File: src/rtl/alu_pkg.sv
// alu_pkg: opcodes, FSM state encoding and width helper shared by seq_alu and seq_alu_mdu.
package alu_pkg;

  localparam logic [4:0] OP_AND   = 5'd0;
  localparam logic [4:0] OP_OR    = 5'd1;
  localparam logic [4:0] OP_ADD   = 5'd2;
  localparam logic [4:0] OP_SLL   = 5'd3;
  localparam logic [4:0] OP_SRL   = 5'd4;
  localparam logic [4:0] OP_SUB   = 5'd6;
  localparam logic [4:0] OP_SLT   = 5'd7;
  localparam logic [4:0] OP_ADDU  = 5'd8;
  localparam logic [4:0] OP_SUBU  = 5'd9;
  localparam logic [4:0] OP_XOR   = 5'd10;
  localparam logic [4:0] OP_SLTU  = 5'd11;
  localparam logic [4:0] OP_NOR   = 5'd12;
  localparam logic [4:0] OP_SRA   = 5'd13;
  localparam logic [4:0] OP_LUI   = 5'd14;
  localparam logic [4:0] OP_MULT  = 5'd16;
  localparam logic [4:0] OP_MULTU = 5'd17;
  localparam logic [4:0] OP_DIV   = 5'd18;
  localparam logic [4:0] OP_DIVU  = 5'd19;
  localparam logic [4:0] OP_MFHI  = 5'd20;
  localparam logic [4:0] OP_MFLO  = 5'd21;

  typedef enum logic [1:0] {
    IDLE = 2'd0,
    MUL  = 2'd1,
    DIV  = 2'd2,
    DONE = 2'd3
  } state_t;

  function automatic int shift_width(input int n);
    return $clog2(n);
  endfunction

endpackage

File: src/rtl/seq_alu_mdu.sv
// seq_alu_mdu: iterative shift-add multiplier / restoring divider on operand magnitudes,
// with the result sign fixed up combinationally alongside the final iteration.
module seq_alu_mdu
  import alu_pkg::*;
#(
  parameter int N = 32
) (
  input  logic         clk,
  input  logic         rst_n,
  input  logic         start,
  input  logic [4:0]   op,
  input  logic [N-1:0] a,
  input  logic [N-1:0] b,
  output logic         done,
  output logic [N-1:0] hi,
  output logic [N-1:0] lo
);
  localparam int CW = $clog2(N) + 1;

  logic [CW-1:0]  cnt_r;
  logic           is_div_r, neg_q_r, neg_r_r, dz_r;
  logic [N-1:0]   d_r, acc_r, low_r;
  logic           signed_op_s, start_div_s;
  logic [N-1:0]   a_mag_s, b_mag_s, acc_n_s, low_n_s;
  logic [N:0]     sum_s, trial_s;
  logic [2*N-1:0] prod_s;

  // operand magnitudes for the signed variants
  always_comb begin
    signed_op_s = (op == OP_MULT) || (op == OP_DIV);
    start_div_s = (op == OP_DIV) || (op == OP_DIVU);
    a_mag_s     = (signed_op_s && a[N-1]) ? -a : a;
    b_mag_s     = (signed_op_s && b[N-1]) ? -b : b;
  end

  // one multiply or divide iteration; acc holds product-high / partial remainder
  always_comb begin
    sum_s   = {1'b0, acc_r} + (low_r[0] ? {1'b0, d_r} : {(N+1){1'b0}});
    trial_s = {acc_r, low_r[N-1]} - {1'b0, d_r};
    if (is_div_r) begin
      if (!trial_s[N]) begin
        acc_n_s = trial_s[N-1:0];
        low_n_s = {low_r[N-2:0], 1'b1};
      end else begin
        acc_n_s = {acc_r[N-2:0], low_r[N-1]};
        low_n_s = {low_r[N-2:0], 1'b0};
      end
    end else begin
      acc_n_s = sum_s[N:1];
      low_n_s = {sum_s[0], low_r[N-1:1]};
    end
  end

  // sign fix-up of the final iteration; divide-by-zero forces an all-ones quotient
  always_comb begin
    prod_s = neg_q_r ? -{acc_n_s, low_n_s} : {acc_n_s, low_n_s};
    if (is_div_r) begin
      hi = neg_r_r ? -acc_n_s : acc_n_s;
      if (dz_r) begin
        lo = {N{1'b1}};
      end else begin
        lo = neg_q_r ? -low_n_s : low_n_s;
      end
    end else begin
      hi = prod_s[2*N-1:N];
      lo = prod_s[N-1:0];
    end
    done = (cnt_r == CW'(1));
  end

  // iteration state; reset clears the counter so an aborted op never completes
  always_ff @(posedge clk) begin
    if (!rst_n) begin
      cnt_r    <= {CW{1'b0}};
      is_div_r <= 1'b0;
      neg_q_r  <= 1'b0;
      neg_r_r  <= 1'b0;
      dz_r     <= 1'b0;
      d_r      <= {N{1'b0}};
      acc_r    <= {N{1'b0}};
      low_r    <= {N{1'b0}};
    end else if (start) begin
      cnt_r    <= CW'(N);
      is_div_r <= start_div_s;
      neg_q_r  <= signed_op_s && (a[N-1] ^ b[N-1]);
      neg_r_r  <= signed_op_s && a[N-1];
      dz_r     <= (b == {N{1'b0}});
      d_r      <= start_div_s ? b_mag_s : a_mag_s;
      acc_r    <= {N{1'b0}};
      low_r    <= start_div_s ? a_mag_s : b_mag_s;
    end else if (cnt_r != {CW{1'b0}}) begin
      cnt_r    <= cnt_r - CW'(1);
      acc_r    <= acc_n_s;
      low_r    <= low_n_s;
    end else begin
      cnt_r    <= cnt_r;
      acc_r    <= acc_r;
      low_r    <= low_r;
    end
  end

endmodule

File: src/rtl/seq_alu.sv
// seq_alu: registered ALU with iterative MULT/DIV, HI/LO and valid/ready handshakes.
// Defining SEQ_ALU_OVERFLOW_EN adds the Overflow output for signed ADD/SUB.
module seq_alu
  import alu_pkg::*;
#(
  parameter int N   = 32,
  parameter int SHW = shift_width(N)
) (
  input  logic         CLK,
  input  logic         Reset_L,
  input  logic         InValid,
  output logic         InReady,
  input  logic [4:0]   ALUCtrl,
  input  logic [N-1:0] BusA,
  input  logic [N-1:0] BusB,
  output logic         OutValid,
  input  logic         OutReady,
  output logic [N-1:0] BusW,
  output logic         Zero,
  output logic [N-1:0] Hi,
  output logic [N-1:0] Lo
`ifdef SEQ_ALU_OVERFLOW_EN
  ,
  output logic         Overflow
`endif
);
  state_t         state_r, state_next_s;
  logic [N-1:0]   bus_w_r, hi_r, lo_r, alu_s, add_s, sub_s, mdu_hi_s, mdu_lo_s;
  logic           zero_r, accept_s, is_mul_s, is_div_s, mdu_start_s, mdu_done_s;
  logic [SHW-1:0] sh_s;

  assign accept_s    = InValid && (state_r == IDLE);
  assign is_mul_s    = (ALUCtrl == OP_MULT) || (ALUCtrl == OP_MULTU);
  assign is_div_s    = (ALUCtrl == OP_DIV) || (ALUCtrl == OP_DIVU);
  assign mdu_start_s = accept_s && (is_mul_s || is_div_s);

  seq_alu_mdu #(.N(N)) u_mdu (
    .clk   (CLK),
    .rst_n (Reset_L),
    .start (mdu_start_s),
    .op    (ALUCtrl),
    .a     (BusA),
    .b     (BusB),
    .done  (mdu_done_s),
    .hi    (mdu_hi_s),
    .lo    (mdu_lo_s)
  );

  // single-cycle result mux
  always_comb begin
    sh_s  = BusB[SHW-1:0];
    add_s = BusA + BusB;
    sub_s = BusA - BusB;
    alu_s = {N{1'b0}};
    case (ALUCtrl)
      OP_AND:  alu_s = BusA & BusB;
      OP_OR:   alu_s = BusA | BusB;
      OP_ADD:  alu_s = add_s;
      OP_SLL:  alu_s = BusA << sh_s;
      OP_SRL:  alu_s = BusA >> sh_s;
      OP_SUB:  alu_s = sub_s;
      OP_SLT:  alu_s = {{(N-1){1'b0}}, ($signed(BusA) < $signed(BusB))};
      OP_ADDU: alu_s = add_s;
      OP_SUBU: alu_s = sub_s;
      OP_XOR:  alu_s = BusA ^ BusB;
      OP_SLTU: alu_s = {{(N-1){1'b0}}, (BusA < BusB)};
      OP_NOR:  alu_s = ~(BusA | BusB);
      OP_SRA:  alu_s = $unsigned($signed(BusA) >>> sh_s);
      OP_LUI:  alu_s = {BusB[N/2-1:0], {(N/2){1'b0}}};
      OP_MFHI: alu_s = hi_r;
      OP_MFLO: alu_s = lo_r;
      default: alu_s = {N{1'b0}};
    endcase
  end

  // next-state logic; InReady only in IDLE so a retiring result never overlaps a new accept
  always_comb begin
    state_next_s = state_r;
    case (state_r)
      IDLE: begin
        if (accept_s) begin
          if (is_mul_s) begin
            state_next_s = MUL;
          end else if (is_div_s) begin
            state_next_s = DIV;
          end else begin
            state_next_s = DONE;
          end
        end else begin
          state_next_s = IDLE;
        end
      end
      MUL, DIV: begin
        if (mdu_done_s) begin
          state_next_s = DONE;
        end else begin
          state_next_s = state_r;
        end
      end
      DONE: begin
        if (OutReady) begin
          state_next_s = IDLE;
        end else begin
          state_next_s = DONE;
        end
      end
      default: state_next_s = IDLE;
    endcase
  end

  // state register
  always_ff @(posedge CLK) begin
    if (!Reset_L) begin
      state_r <= IDLE;
    end else begin
      state_r <= state_next_s;
    end
  end

  // result registers; Hi/Lo only move when a multiply or divide completes
  always_ff @(posedge CLK) begin
    if (!Reset_L) begin
      bus_w_r <= {N{1'b0}};
      zero_r  <= 1'b1;
      hi_r    <= {N{1'b0}};
      lo_r    <= {N{1'b0}};
    end else if (accept_s && !(is_mul_s || is_div_s)) begin
      bus_w_r <= alu_s;
      zero_r  <= (alu_s == {N{1'b0}});
    end else if (((state_r == MUL) || (state_r == DIV)) && mdu_done_s) begin
      bus_w_r <= mdu_lo_s;
      zero_r  <= (mdu_lo_s == {N{1'b0}});
      hi_r    <= mdu_hi_s;
      lo_r    <= mdu_lo_s;
    end else begin
      bus_w_r <= bus_w_r;
      zero_r  <= zero_r;
      hi_r    <= hi_r;
      lo_r    <= lo_r;
    end
  end

`ifdef SEQ_ALU_OVERFLOW_EN
  logic ovf_s, ovf_r;

  // two's-complement overflow: operand signs agree (ADD) or differ (SUB) and result sign flips
  always_comb begin
    if (ALUCtrl == OP_ADD) begin
      ovf_s = (BusA[N-1] == BusB[N-1]) && (add_s[N-1] != BusA[N-1]);
    end else if (ALUCtrl == OP_SUB) begin
      ovf_s = (BusA[N-1] != BusB[N-1]) && (sub_s[N-1] != BusA[N-1]);
    end else begin
      ovf_s = 1'b0;
    end
  end

  // overflow flag follows every accepted op
  always_ff @(posedge CLK) begin
    if (!Reset_L) begin
      ovf_r <= 1'b0;
    end else if (accept_s) begin
      ovf_r <= ovf_s;
    end else begin
      ovf_r <= ovf_r;
    end
  end

  assign Overflow = ovf_r;
`endif

  assign InReady  = (state_r == IDLE);
  assign OutValid = (state_r == DONE);
  assign BusW     = bus_w_r;
  assign Zero     = zero_r;
  assign Hi       = hi_r;
  assign Lo       = lo_r;

endmodule

File: config.mk
export PLATFORM = sky130hd
export DESIGN_NAME = seq_alu
export DESIGN_NICKNAME = d
export VERILOG_FILES = /design/src/rtl/alu_pkg.sv /design/src/rtl/seq_alu_mdu.sv /design/src/rtl/seq_alu.sv
export SDC_FILE = /design/constraint.sdc
export NUM_CORES = 1
export LEC_CHECK = 0
export ABC_CLOCK_PERIOD_IN_PS = 13700
export CORE_MARGIN = 5
export CORE_UTILIZATION = 40
export DETAILED_ROUTE_END_ITERATION = 6
export SYNTH_ARGS = -nofsm -noshare
export SYNTH_HDL_FRONTEND = slang
export SYNTH_SLANG_ARGS = --single-unit
export TNS_END_PERCENT = 100
File: constraint.sdc
create_clock -name CLK -period 13.7 [get_ports CLK]
set_clock_uncertainty 0.15 [all_clocks]
set_input_delay 1.37 -clock CLK [delete_from_list [all_inputs] [get_ports CLK]]
set_output_delay 1.37 -clock CLK [all_outputs]
set_load 0.1 [all_outputs]
==> metrics.cfg <==
[floorplanning]
core_sq_mm=0.0660
dieHeight_um=268
placementRows=94
pin_count=172
die_area_sq_mm=0.0720
die_w_um=268
start_util=0.404

[yosys]
ys_ff_latch=205
yosys-top-cells-count=438 x nor2_1, 371 x nand2_1, 295 x a21oi_1, 235 x clkbuf_1, 214 x o21ai_0
netlist.area_leader.share=0.154
synth_most_common_cell=nor2_1
netlist_area_sq_mm=0.0267
synth_flop_cell=dfxtp_1
synthArstFlopShare=0
syn_avg_cell_area_sq_um=7.15
ys_types=98
synthCells=3729
synth.top_cells.by_area=dfxtp_1 15%, ha_1 7.9%, mux4_2 6.3%, nor2_1 6.2%, a21oi_1 5.5%
yosysTopAreaCell=dfxtp_1
yosysWarnings=0
yosysSeqAreaShare=0.154
synth_edf_count=0
synth_nets=3975

[placement]
io_buffer_count=171
dp.final_hpwl_um=115000
gp_congestion=1.08

[critical_path]
critical_path_peak_fanout=14
start_kind=flip-flop
ff2ff_setup_slack_ns=6.50
cp_slowest_cell=nor3_1
crit_type=reg -> reg
cp.arrival_ns=7.50
critical-path-top-delay-family=compound AO/OA/AOI/OAI gates
critPathMaxStageDelay_ns=0.77
timing.rr.end=Hi[30]
crit_chain=inv_1 -> ha_1 -> inv_1 -> fa_1 -> a211oi_1 -> o21a_1 -> o221ai_2 -> nand3_1 -> mux2_2 -> nor3_1 -> a21oi_1 -> ha_1 -> o221ai_1 -> nor3_1 -> nand4_1 -> or3_1 -> nand2_1 -> nand2_1 -> a21oi_1 -> o21ai_0 -> and3_1 -> a311o_1
end_kind=flip-flop
worst-endpoint-required_ns=14.01
path_buf_inv=2
r2r_cells=22
reg2reg_from=u_mdu.low_r[31]

[drt]
drcViolationCount=0
via_per_inst=6.89
routed-via-count=31701
drt-total-wl_um=148000
final_antenna_net_count=0
wl_per_cell_um=32.2
drt_iter0_markers=4843
drt_pass1_iterations=7

[cells_and_area]
areaGrowthSynthToFinish_pct=12.0
final_util=0.453
n_fill_cell=6881
drive_gt1_frac=0.0751
nets=3960

[global_route]
grt_max_degree=99
grt_pass1_wl_um=210000
grt_usage=0.393
grt_pass1_vias=28875
antenna_found_initial=12
overflow=0

[power]
power.density_mw_per_mm2=185
leakage_nw=11.2
vdd_drop_max_mv=0.244

[cts]
clock_sink_count=205
cts_hold_buf=0
clockBufferDepth=3
clk_latency_ns=0.57
clk_pin_slew_ns=0.06
cts_tree=built
cts_root_buf=clkbuf_16
htreeDepth=1
ctsResizeCount=0
cts-buffers-inserted=23
post_cts_buffers=0

[sta]
post-route-min-period_ns=7.20
fmax_mhz=139
setup_violations=0
max_slew_margin=0.0525
period_share=0.525
tightest_slew_ns=1.42
grt_setup_unrepaired=false
final-hold-violation-count=0
slew_viol_final=0
tns_ns=0
fin_hold_ws_ns=0.319

[hold_path]
hp-class=reg -> reg
hold_start=u_mdu.d_r[3]
hold_depth=2
worstHoldEndpoint=u_mdu.d_r[3]

[job]
cap_violations=0

[status]
outcome=finished clean

-- stage by stage --
step	power [mW]	worst slack, ns	instance area (sq um)	instances
floorplan	3.52	7.17	26700	3729
global placement	4.70	6.87	29000	4553
detailed placement	4.69	6.74	29000	4553
CTS	5.40	6.77	29900	4594
global route	5.79	6.06	29900	4594
finish	5.53	6.50	29900	4601
-- report_power, final --
group          switching, mW  total (mW)  internal (mW)
sequential             0.217       0.950          0.732
clock                  0.299       0.698          0.400
combinational           2.67        3.88           1.22
-- per-layer routing --
metal / global-route usage / part of all wire / vias to the layer above
met1: 0.513 / 0.38 / 15169
met5: 0 / 0.00021 / -
met4: 0.250 / 0.083 / 6
li1: - / - / 13805
met2: 0.581 / 0.41 / 2247
met3: 0.0960 / 0.12 / 474
-- tightest hold or removal path, cell delays in order (launching register included) --
cell and delay, ns:
dfxtp_1 0.32, nand2_1 0.06, a21oi_1 0.05
-- layout by cell type (no fill, tap or decap), types with 23 or more instances in the layout --
cell,count
o21ai_0,214
o21bai_1,28
nand3_1,80
o211ai_1,104
a211oi_1,108
nand2b_1,32
o31ai_1,29
mux2i_1,85
nor2_1,433
clkdlybuf4s50_1,164
a21o_1,59
xnor2_1,126
or3_1,38
a31oi_1,45
nor4_1,33
and3_1,31
a21oi_1,294
a22oi_1,39
a221oi_1,44
dfxtp_1,204
clkbuf_16,23
nand4_1,41
ha_1,169
inv_1,155
o21a_1,25
nor3_1,109
nand2_1,370
buf_4,86
and2_1,57
xor2_1,38
mux4_2,75
-- state kept, by name, indices dropped and copies added, names as in the netlist, 2 cells and up --
name / flops
u_mdu.low_r: 32
state_r: 2
Lo: 32
u_mdu.cnt_r: 6
Hi: 32
BusW: 32
u_mdu.acc_r: 32
u_mdu.d_r: 32
-- cell type report --
class	count	area (sq um)	share of cell area
Sequential cell	205	4110	0.137
Inverter	160	603	0.0202
Timing Repair Buffer	255	2310	0.0774
Antenna cell	7	17.5	0.000586
Tap cell	864	1080	0.0362
Clock inverter	14	205	0.00687
Clock buffer	27	611	0.0204
Multi-Input combinational cell	3069	20900	0.701
-- cell families (layout without fill, tap and decap cells) --
| family | count (synthesis) | count (layout) | synth area share |
|---|---|---|---|
| fa+ha+maj | 173 | 173 | 0.0823 |
| mux | 176 | 176 | 0.102 |
| flops | 205 | 205 | 0.154 |
| other cells | 0 | 7 | 0 |
| xor+xnor | 164 | 164 | 0.0538 |
| simple gates | 1329 | 1329 | 0.231 |
| buf+inv | 455 | 456 | 0.0651 |
| compound gates | 1227 | 1227 | 0.312 |
-- worst max-delay path by stage --
stage / startpoint / end / slack [ns] / cells after the start
after floorplan: BusB[1] / Zero / 7.17 / 19
after global placement: BusA[0] / Zero / 6.87 / 17
after detailed placement: BusA[0] / Zero / 6.74 / 17
after CTS: u_mdu.low_r[31] / Hi[30] / 6.77 / 22
after global routing: u_mdu.low_r[31] / Hi[28] / 6.06 / 22
final: u_mdu.low_r[31] / Hi[30] / 6.50 / 22
Power figures use the tool's default switching activity.
